File: config.mk
export PLATFORM = sky130hd
export DESIGN_NAME = ac_motor_pwm_gate_flat
export DESIGN_NICKNAME = d
export VERILOG_FILES = /design/src/rtl/ac_motor_pwm_gate_if.sv /design/src/rtl/ac_motor_pwm_gate.sv /design/src/flat_wrapper.sv
export SDC_FILE = /design/constraint.sdc
export NUM_CORES = 1
export LEC_CHECK = 0
export BUFFER_PORTS_ARGS = -buffer_cell sky130_fd_sc_hd__buf_2
export CELL_PAD_IN_SITES_DETAIL_PLACEMENT = 2
export CELL_PAD_IN_SITES_GLOBAL_PLACEMENT = 2
export CORE_AREA = 5 5 123 125
export DETAILED_ROUTE_END_ITERATION = 10
export DIE_AREA = 0 0 128 130
export PLACE_DENSITY_LB_ADDON = 0.1
export SYNTH_ARGS = -nofsm -noshare
export SYNTH_HDL_FRONTEND = slang
export SYNTH_SLANG_ARGS = --single-unit
File: constraint.sdc
create_clock -name CLK -period 6.6 [get_ports CLK]
set_input_delay 0.66 -clock CLK [delete_from_list [all_inputs] [get_ports CLK]]
set_output_delay 0.66 -clock CLK [all_outputs]
set_load 0.05 [all_outputs]
File: src/rtl/ac_motor_pwm_gate_if.sv
// ac_motor_pwm_gate_if: carrier, duty and direction inputs plus H-bridge gate outputs
interface ac_motor_pwm_gate_if #(
  parameter int CARRIER_W = 25,
  parameter int DUTY_W = 24
);
  logic signed [CARRIER_W-1:0] triangle;
  logic lock;
  logic cw_in;
  logic ccw_in;
  logic [DUTY_W-1:0] duty;
  logic hs_a;
  logic ls_a;
  logic hs_b;
  logic ls_b;
  logic fault;
  modport master (
    output triangle, lock, cw_in, ccw_in, duty,
    input hs_a, ls_a, hs_b, ls_b, fault
  );
  modport slave (
    input triangle, lock, cw_in, ccw_in, duty,
    output hs_a, ls_a, hs_b, ls_b, fault
  );
endinterface

File: src/rtl/ac_motor_pwm_gate.sv
// ac_motor_pwm_gate: carrier compare with per-leg dead-time FSMs and a LOCK watchdog
module ac_motor_pwm_gate #(
  parameter int CARRIER_W = 25,
  parameter int DUTY_W = 24,
  parameter int DEAD_CYCLES = 41,
  parameter int LOCK_TIMEOUT = 40000
) (
  input logic CLK,
  input logic RST,
  ac_motor_pwm_gate_if.slave io
);
  typedef enum logic [1:0] {COAST, DRIVE_CW, DRIVE_CCW, BRAKE} mode_t;
  typedef enum logic [1:0] {OFF, HIGH, LOW, DEAD} leg_t;
  localparam int RW = CARRIER_W + 1;
  localparam int DW = $clog2(DEAD_CYCLES + 1);
  localparam int WW = $clog2(LOCK_TIMEOUT + 1);
  localparam logic [DUTY_W-1:0] FULL = {1'b0, {(DUTY_W-1){1'b1}}};
  logic lock_d, lock_rise, fault;
  mode_t mode;
  logic [DUTY_W-1:0] duty_q;
  logic [WW-1:0] wd;
  logic signed [RW-1:0] mag, ref_a, ref_b, carrier;
  assign lock_rise = io.lock & ~lock_d;
  assign mag = signed'(RW'(duty_q));
  assign ref_a = (mode == DRIVE_CCW) ? -mag : mag;
  assign ref_b = -ref_a;
  assign carrier = RW'(io.triangle);
  // {ccw,cw} maps directly onto the mode encoding: 00 coast, 01 cw, 10 ccw, 11 brake
  always_ff @(posedge CLK) begin
    if (RST) begin
      lock_d <= 1'b0;
      mode <= COAST;
      duty_q <= '0;
      wd <= '0;
      fault <= 1'b0;
    end else begin
      lock_d <= io.lock;
      if (lock_rise) begin
        duty_q <= io.duty > FULL ? FULL : io.duty;
        mode <= mode_t'({io.ccw_in, io.cw_in});
      end
      wd <= lock_rise ? '0 : (wd == WW'(LOCK_TIMEOUT) ? wd : wd + 1'b1);
      fault <= fault | (wd == WW'(LOCK_TIMEOUT));
    end
  end
  for (genvar g = 0; g < 2; g++) begin : g_leg
    leg_t want_d, want_q, want_e, st, st_n;
    logic [DW-1:0] cnt, cnt_n;
    logic signed [RW-1:0] r;
    logic hs, ls;
    assign r = g == 0 ? ref_a : ref_b;
    assign want_e = fault ? OFF : want_q;
    always_comb want_d = mode == COAST ? OFF : mode == BRAKE ? LOW : (r > carrier ? HIGH : LOW);
    // turn-off and start-from-off are immediate; only a side swap passes through DEAD
    always_comb begin
      st_n = st;
      cnt_n = cnt;
      if (st == DEAD) begin
        st_n = cnt == '0 ? want_e : DEAD;
        cnt_n = cnt == '0 ? cnt : cnt - 1'b1;
      end else if (st == OFF || want_e == OFF || want_e == st) begin
        st_n = want_e;
      end else begin
        st_n = DEAD;
        cnt_n = DW'(DEAD_CYCLES - 1);
      end
    end
    always_ff @(posedge CLK) begin
      if (RST) begin
        want_q <= OFF;
        st <= OFF;
        cnt <= '0;
        hs <= 1'b0;
        ls <= 1'b0;
      end else begin
        want_q <= want_d;
        st <= st_n;
        cnt <= cnt_n;
        hs <= st == HIGH;
        ls <= st == LOW;
      end
    end
  end
  assign io.hs_a = g_leg[0].hs;
  assign io.ls_a = g_leg[0].ls;
  assign io.hs_b = g_leg[1].hs;
  assign io.ls_b = g_leg[1].ls;
  assign io.fault = fault;
endmodule
File: src/flat_wrapper.sv
// flat-port wrapper written by rule: the top's interface ports become plain ports
module ac_motor_pwm_gate_flat 
#(
  parameter int CARRIER_W = 25,
  parameter int DUTY_W = 24,
  parameter int DEAD_CYCLES = 41,
  parameter int LOCK_TIMEOUT = 40000
)
  (CLK, RST, io_triangle, io_lock, io_cw_in, io_ccw_in, io_duty, io_hs_a, io_ls_a, io_hs_b, io_ls_b, io_fault);
  ac_motor_pwm_gate_if #(.CARRIER_W(CARRIER_W), .DUTY_W(DUTY_W)) io_i ();
  input logic CLK;
  input logic RST;
  input wire logic [$bits(io_i.triangle)-1:0] io_triangle;
  input wire logic [$bits(io_i.lock)-1:0] io_lock;
  input wire logic [$bits(io_i.cw_in)-1:0] io_cw_in;
  input wire logic [$bits(io_i.ccw_in)-1:0] io_ccw_in;
  input wire logic [$bits(io_i.duty)-1:0] io_duty;
  output wire logic [$bits(io_i.hs_a)-1:0] io_hs_a;
  output wire logic [$bits(io_i.ls_a)-1:0] io_ls_a;
  output wire logic [$bits(io_i.hs_b)-1:0] io_hs_b;
  output wire logic [$bits(io_i.ls_b)-1:0] io_ls_b;
  output wire logic [$bits(io_i.fault)-1:0] io_fault;
  assign io_i.triangle = io_triangle;
  assign io_i.lock = io_lock;
  assign io_i.cw_in = io_cw_in;
  assign io_i.ccw_in = io_ccw_in;
  assign io_i.duty = io_duty;
  assign io_hs_a = io_i.hs_a;
  assign io_ls_a = io_i.ls_a;
  assign io_hs_b = io_i.hs_b;
  assign io_ls_b = io_i.ls_b;
  assign io_fault = io_i.fault;
  ac_motor_pwm_gate #(.CARRIER_W(CARRIER_W), .DUTY_W(DUTY_W), .DEAD_CYCLES(DEAD_CYCLES), .LOCK_TIMEOUT(LOCK_TIMEOUT)) u_core (.CLK(CLK), .RST(RST), .io(io_i));
endmodule
# [Word level (Yosys, flattened, before mapping)]
# Index checks and enable logic that the tools add are counted.
[word_totals] register_bits=68 in_bits=54 output_inout_bits=5 wordCells=79
[op_classes] n_addsub=5 order_cmp=3 eq_ne=15 mux=20 bitwise=3 reduce_logical=16
[op_table] cell="$gt A26 B25 Y1" count=2
[op_table] cell="$mux W6" count=6
[op_table] cell="$mux W26" count=1
[op_table] cell="$neg A24 Y26" count=1
[op_table] cell="$neg A26 Y26" count=1
[op_table] cell="$gt A24 B23 Y1 const B" count=1
[op_table] cell="$mux W2" count=12
[op_table] cell="$mux W24" count=1
[op_table] cell="$add A16 B1 Y16 const B" count=1
[op_table] cell="$eq A16 B16 Y1 const B" count=1
[op_table] cell="$eq A2 B2 Y1 const B" count=6
[op_table] cell="$logic_not A6 Y1" count=2
[op_table] cell="$sub A6 B1 Y6 const B" count=2
[op_table] cell="$logic_not A2 Y1" count=5
[op_table] cell="$eq A2 B1 Y1 const B" count=2
[op_table] cell="$eq A2 B2 Y1" count=2
[op_table] cell="$logic_or A1 B1 Y1" count=4
[op_table] cell="$ne A2 B1 Y1 const B" count=2
[op_table] cell="$ne A2 B2 Y1 const B" count=2
[op_table] cell="$reduce_and A2 Y1" count=2
[op_table] cell="$reduce_or A2 Y1" count=2
[op_table] cell="$reduce_or A3 Y1" count=1
[op_table] cell="$and A1 B1 Y1" count=1
[op_table] cell="$not A1 Y1" count=1
[op_table] cell="$or A1 B1 Y1" count=1

# [Longest topological paths before layout]
[logic_depth] depth_word=6 mapped_depth=16

# [Worst setup path after synthesis]
# Ideal clock, no wire load.
[synth_path] path_kind="reg-to-reg" startpoint="register u_core.duty_q[0]" endpoint="register u_core.g_leg[1].want_q[1]" setup_ps=115 arrival_ps=3911 t_required_ps=6485 setup_slack_ps=2574 stages_incl_launch_ff=17 cell_sequence="dfxtp_1 -> inv_1 -> ha_1 -> nor2b_1 -> a31oi_1 -> or4_4 -> a2111oi_4 -> nand3b_2 -> nor4_2 -> xnor2_1 -> ha_1 -> nand4_1 -> or3_1 -> nor2_1 -> a2111oi_0 -> and4b_1 -> o21a_1"
[synth_between] elab_chain_len=6
[synth_rtl] element="start: declaration" line_no="ac_motor_pwm_gate.sv:20" text="logic [DUTY_W-1:0] duty_q;"
[synth_rtl] element="start signal: assignment" line_no="ac_motor_pwm_gate.sv:39" text="duty_q <= io.duty > FULL ? FULL : io.duty;"
[synth_rtl] element="$neg A24 Y26" line_no="ac_motor_pwm_gate.sv:25" text="assign ref_a = (mode == DRIVE_CCW) ? -mag : mag;"
[synth_rtl] element="$mux W26 *" line_no="ac_motor_pwm_gate.sv:25"
[synth_rtl] element="$neg A26 Y26 *" line_no="ac_motor_pwm_gate.sv:26" text="assign ref_b = -ref_a;"
[synth_rtl] element="$gt A26 B25 Y1 *" line_no="ac_motor_pwm_gate.sv:53" text="always_comb want_d = mode == COAST ? OFF : mode == BRAKE ? LOW : (r > carrier ? HIGH : LOW);"
[synth_rtl] element="$mux W2 * (2 in a row)" line_no="ac_motor_pwm_gate.sv:53"
[synth_rtl] element="end signal: assignment" line_no="ac_motor_pwm_gate.sv:76" text="want_q <= want_d;"
[synth_rtl] element="end: declaration" line_no="ac_motor_pwm_gate.sv:47" text="leg_t want_d, want_q, want_e, st, st_n;"
# Every way passes the cells marked *; elsewhere a longest branch is shown, timed or not.
# A chain may end at the register's enable or synchronous reset.

# [Final worst setup path]
[layout_path] startpoint="register u_core.mode[0]" endpoint="register u_core.g_leg[1].want_q[1]"
[layout_between] elab_chain_len=6 elab_cells_between_ends=9 cone_classes="add/sub (1); order compare (1); eq/ne (2); mux (3); reduce/logical (2)"
[layout_rtl] element="start: declaration" line_no="ac_motor_pwm_gate.sv:19" text="mode_t mode;"
[layout_rtl] element="start signal: assignment" line_no="ac_motor_pwm_gate.sv:40" text="mode <= mode_t'({io.ccw_in, io.cw_in});"
[layout_rtl] element="$eq A2 B2 Y1" line_no="ac_motor_pwm_gate.sv:25"
[layout_rtl] element="$mux W26" line_no="ac_motor_pwm_gate.sv:25"
[layout_rtl] element="$neg A26 Y26" line_no="ac_motor_pwm_gate.sv:26"
[layout_rtl] element="$gt A26 B25 Y1" line_no="ac_motor_pwm_gate.sv:53"
[layout_rtl] element="$mux W2 (2 in a row)" line_no="ac_motor_pwm_gate.sv:53"
# Several ways; a longest one is shown, not always the timed one.

==> impl_summary.txt <==
----------------------------------------------------
[Critical path]
  WS Path Type ... reg2reg
  Critical path data arrival time ... between 5 and 6 ns
  Nature of the critical path endpoint ... flop
  Largest fanout of any net on the critical path ... 30
  Crit path launch type ... flop
  Crit-path cells ... nand2b_1 > a31oi_1 > or4_4 > a2111oi_4 > nand3b_2 > nor4_2 > xnor2_1 > ha_1 > nand4_1 > or3_1 > nor2_1 > a2111oi_0 > o21ai_0 > o21a_1
  Longest individual stage delay on the worst path ... 0.88 ns
  WP data required ... 6.83 ns
  Master of the slowest instance on the critical path ... sky130_fd_sc_hd__nand2b_1

[Synth]
  Sequential cell area fraction in the yosys report ... 26.2%
  Number of flip-flops and latches in the synthesized netlist ... 68
  Yosys Warn Count ... 0
  Cell type contributing the most total cell area after synthesis ... sky130_fd_sc_hd__dfxtp_1
  Synthesized cell area ... ~5200 µm²
  Syn_area_per_cell ... about 7.9 µm²
  Post-Syn Instances ... 657
  Synth unique cells ... 59
  Number of nets produced by synthesis ... 767
  Proportion of synthesized flip-flops having asynchronous set or reset ... 0%
  Leading post-synthesis cells by cell area ... sky130_fd_sc_hd__dfxtp_1, sky130_fd_sc_hd__ha_1, sky130_fd_sc_hd__xnor2_1
  Post-synth EDFFs ... 0
  Main flop type after synthesis ... sky130_fd_sc_hd__dfxtp_1
  Fraction of post-synthesis cell area in the top cell type by area ... 26.2%

[Clocking]
  Longest Clk Path Bufs ... 2
  Worst skew pair latency ... 0.33 ns
  Register clock-pin slew on the reported worst setup and hold paths ... 0.05 ns
  Root cell of the clock tree ... sky130_fd_sc_hd__clkbuf_16
  Total clock buffers created by CTS ... 9
  Number of gates given a new drive strength after cts ... 0
  Number of clock sinks ... 68
  CTS tree ... yes
  H-tree depth ... 3
  Hold-fix buffers, CTS ... 0
  Post-CTS Setup Repair Bufs ... 0

[Global routing]
  Met2 usage ... between 30% and 40%
  First-pass GRT wire length ... 26.9 mm
  Overflow after GRT ... 0
  GRT Util Overall ... 19.8%
  Largest net degree at the start of global routing ... 51
  Antenna violations before repair ... 0
  GRT met3 Usage ... 3.48%
  Global-route track usage on met1 ... between 20% and 30%
  GRT Max-Usage Layer ... met2
  Vias in the first global route ... 5470

[Finish]
  Leading cell types in the layout, fill and taps excluded ... sky130_fd_sc_hd__nor2_1, sky130_fd_sc_hd__dfxtp_1, sky130_fd_sc_hd__nor3_1
  Antenna cell count ... 0
  Layout-stage area growth over the synthesis result ... 13.6%
  Filler Cells Inserted ... 1625
  Fraction of final layout cells with drive strength greater than 1 ... 13.8%
  Commonest non-fill, non-tap cell in the layout ... sky130_fd_sc_hd__nor2_1
  Number of nets in the layout ... 810

[Placement]
  HPWL after detailed placement ... 12.9 mm
  Port bufs ... 58
  Gpl congestion ... 0.840
  Post-place setup slack ... 1.84 ns

[Floorplan]
  Starting utilization of the core area ... 37.7%
  Die area ... 16600 µm²
  Count of standard-cell rows ... 43
  I/O pin count ... 59
  Vertical extent of the die ... 130 µm
  Die extent in x ... between 100 and 150 µm
  Core region area ... 13800 µm²

[Pwr]
  Cell area power density ... 219 nW/µm²
  Peak supply drop ... 0.106 mV
  Static leakage power ... between 2 and 3 nW

[STA]
  Setup repair after global routing missed its margin ... no
  Worst-Margin Slew ... 1.10 ns
  Setup Skew ... 0.00602 ns
  Post-layout min period ... 4.85 ns
  Fin crit share ... 73.5%
  Setup-violating endpoint count in the final report ... 0
  Slew Viols, Final ... 0
  Worst slew slack as a fraction of its limit ... 26.4%
  Sum Neg Setup Slack ... 0 ns
  Total count of hold-check failures in the final report ... 0
  Highest clock rate ... 206 MHz
  Final WS setup ... approximately 1.8 ns

[Outcome]
  Outcome ... finished clean

[Route]
  Wire length after detailed routing ... approximately 16 mm
  Drt pass-1 iters ... 6
  Via density per instance ... 5.48
  Drt drc ... 0
  Antenna-violating nets left ... 0
  Total vias in the final route ... 4850
  WL per Instance ... 18.3 µm
  First DRT Iteration DRCs ... roughly 210

[Min path]
  Hold WC Path Type ... reg2reg

[Flow run]
  Number of max-cap violations ... 0

----------------------------------------------------
==> flip-flops by register name (all words and copies together), names as in the netlist <==
signal,count
u_core.duty_q,24
u_core.g_leg.cnt,12
u_core.g_leg.st,4
u_core.g_leg.want_q,4
u_core.io.fault,1
u_core.io.hs_a,1
u_core.io.hs_b,1
u_core.io.ls_a,1
u_core.io.ls_b,1
u_core.lock_d,1
u_core.mode,2
u_core.wd,16
==> cells in the mapped netlist (all sizes together) (2+ instances only) <==
library cell / n
a2111oi: 2
a211oi: 7
a21o: 16
a21oi: 43
a2bb2oi: 2
a31oi: 14
a41oi: 3
and2: 4
and3: 3
and3b: 3
buf: 11
clkbuf: 17
dfxtp: 68
ha: 56
inv: 48
mux2i: 2
nand2: 33
nand2b: 7
nand3: 8
nand4: 17
nor2: 81
nor2b: 9
nor3: 65
nor3b: 7
nor4: 10
o2111ai: 2
o211ai: 4
o21a: 2
o21ai: 17
o31ai: 3
or2: 3
or3: 12
or3b: 3
or4: 3
xnor2: 36
xor2: 24
==> metrics by stage <==
step	hold slack, ns	instances	utilization, %	instance area [µm²]	power, W
global placement	0.454	869	40.6	5600	0.000794
CTS	0.478	885	42.8	5900	0.00131
global route	0.507	885	42.8	5900	0.00137
detailed placement	0.467	869	40.6	5600	0.000814
floorplan	0.432	657	-	5190	0.000706
finish	0.475	885	42.8	5900	0.00129
==> cells by family (layout without fill, tap and decap cells) <==
logic type	count (synthesis)	after routing	share of synthesized area, %
compound gates	120	120	15.0
buf+inv	76	124	5.90
mux	3	3	0.602
xor+xnor	60	60	10.1
fa+ha+maj	56	56	13.5
simple gates	274	274	28.7
flops	68	68	26.2
==> routing by layer <==
layer	wire (µm)	part of all wire (%)
met2	8210	51
met3	500	3.1
met5	0	0
met4	230	1.4
met1	7230	45
==> final timing paths <==
check | to | slack, ns | start | cells after the start
setup / recovery | u_core.g_leg[1].want_q[1] | 1.75 | u_core.mode[0] | 14
hold / removal | u_core.io.ls_b | 0.48 | u_core.g_leg[1].st[0] | 1
setup reg to reg | u_core.g_leg[1].want_q[1] | 1.75 | u_core.mode[0] | 14
hold reg to reg | u_core.io.ls_b | 0.48 | u_core.g_leg[1].st[0] | 1
==> power by group <==
part           total, W  internal (W)  switching, W
Sequential     0.000456      0.000427     0.0000289
Combinational  0.000347      0.000142      0.000206
Clock          0.000488      0.000312      0.000176
==> area by class of cell <==
cell class | count | area, µm² | share of cell area, %
clock buffers | 12 | 256 | 4.35
repair buffers | 60 | 305 | 5.17
inverters | 48 | 180 | 3.05
well taps | 180 | 225 | 3.82
flip-flops and latches | 68 | 1360 | 23.1
clock inverters | 4 | 47.5 | 0.806
multi-input cells | 513 | 3520 | 59.7
==> critical path, delay by kind of cell, from the launching register on <==
| family | cells | cell delay [ns] |
|---|---|---|
| AO/OA/AOI/OAI | 5 | 1.57 |
| XOR/XNOR | 1 | 0.18 |
| adder cells (fa/ha/maj) | 1 | 0.28 |
| flip-flops | 1 | 0.40 |
| AND/OR/NAND/NOR | 7 | 2.33 |
(Power assumes the default switching activity.)
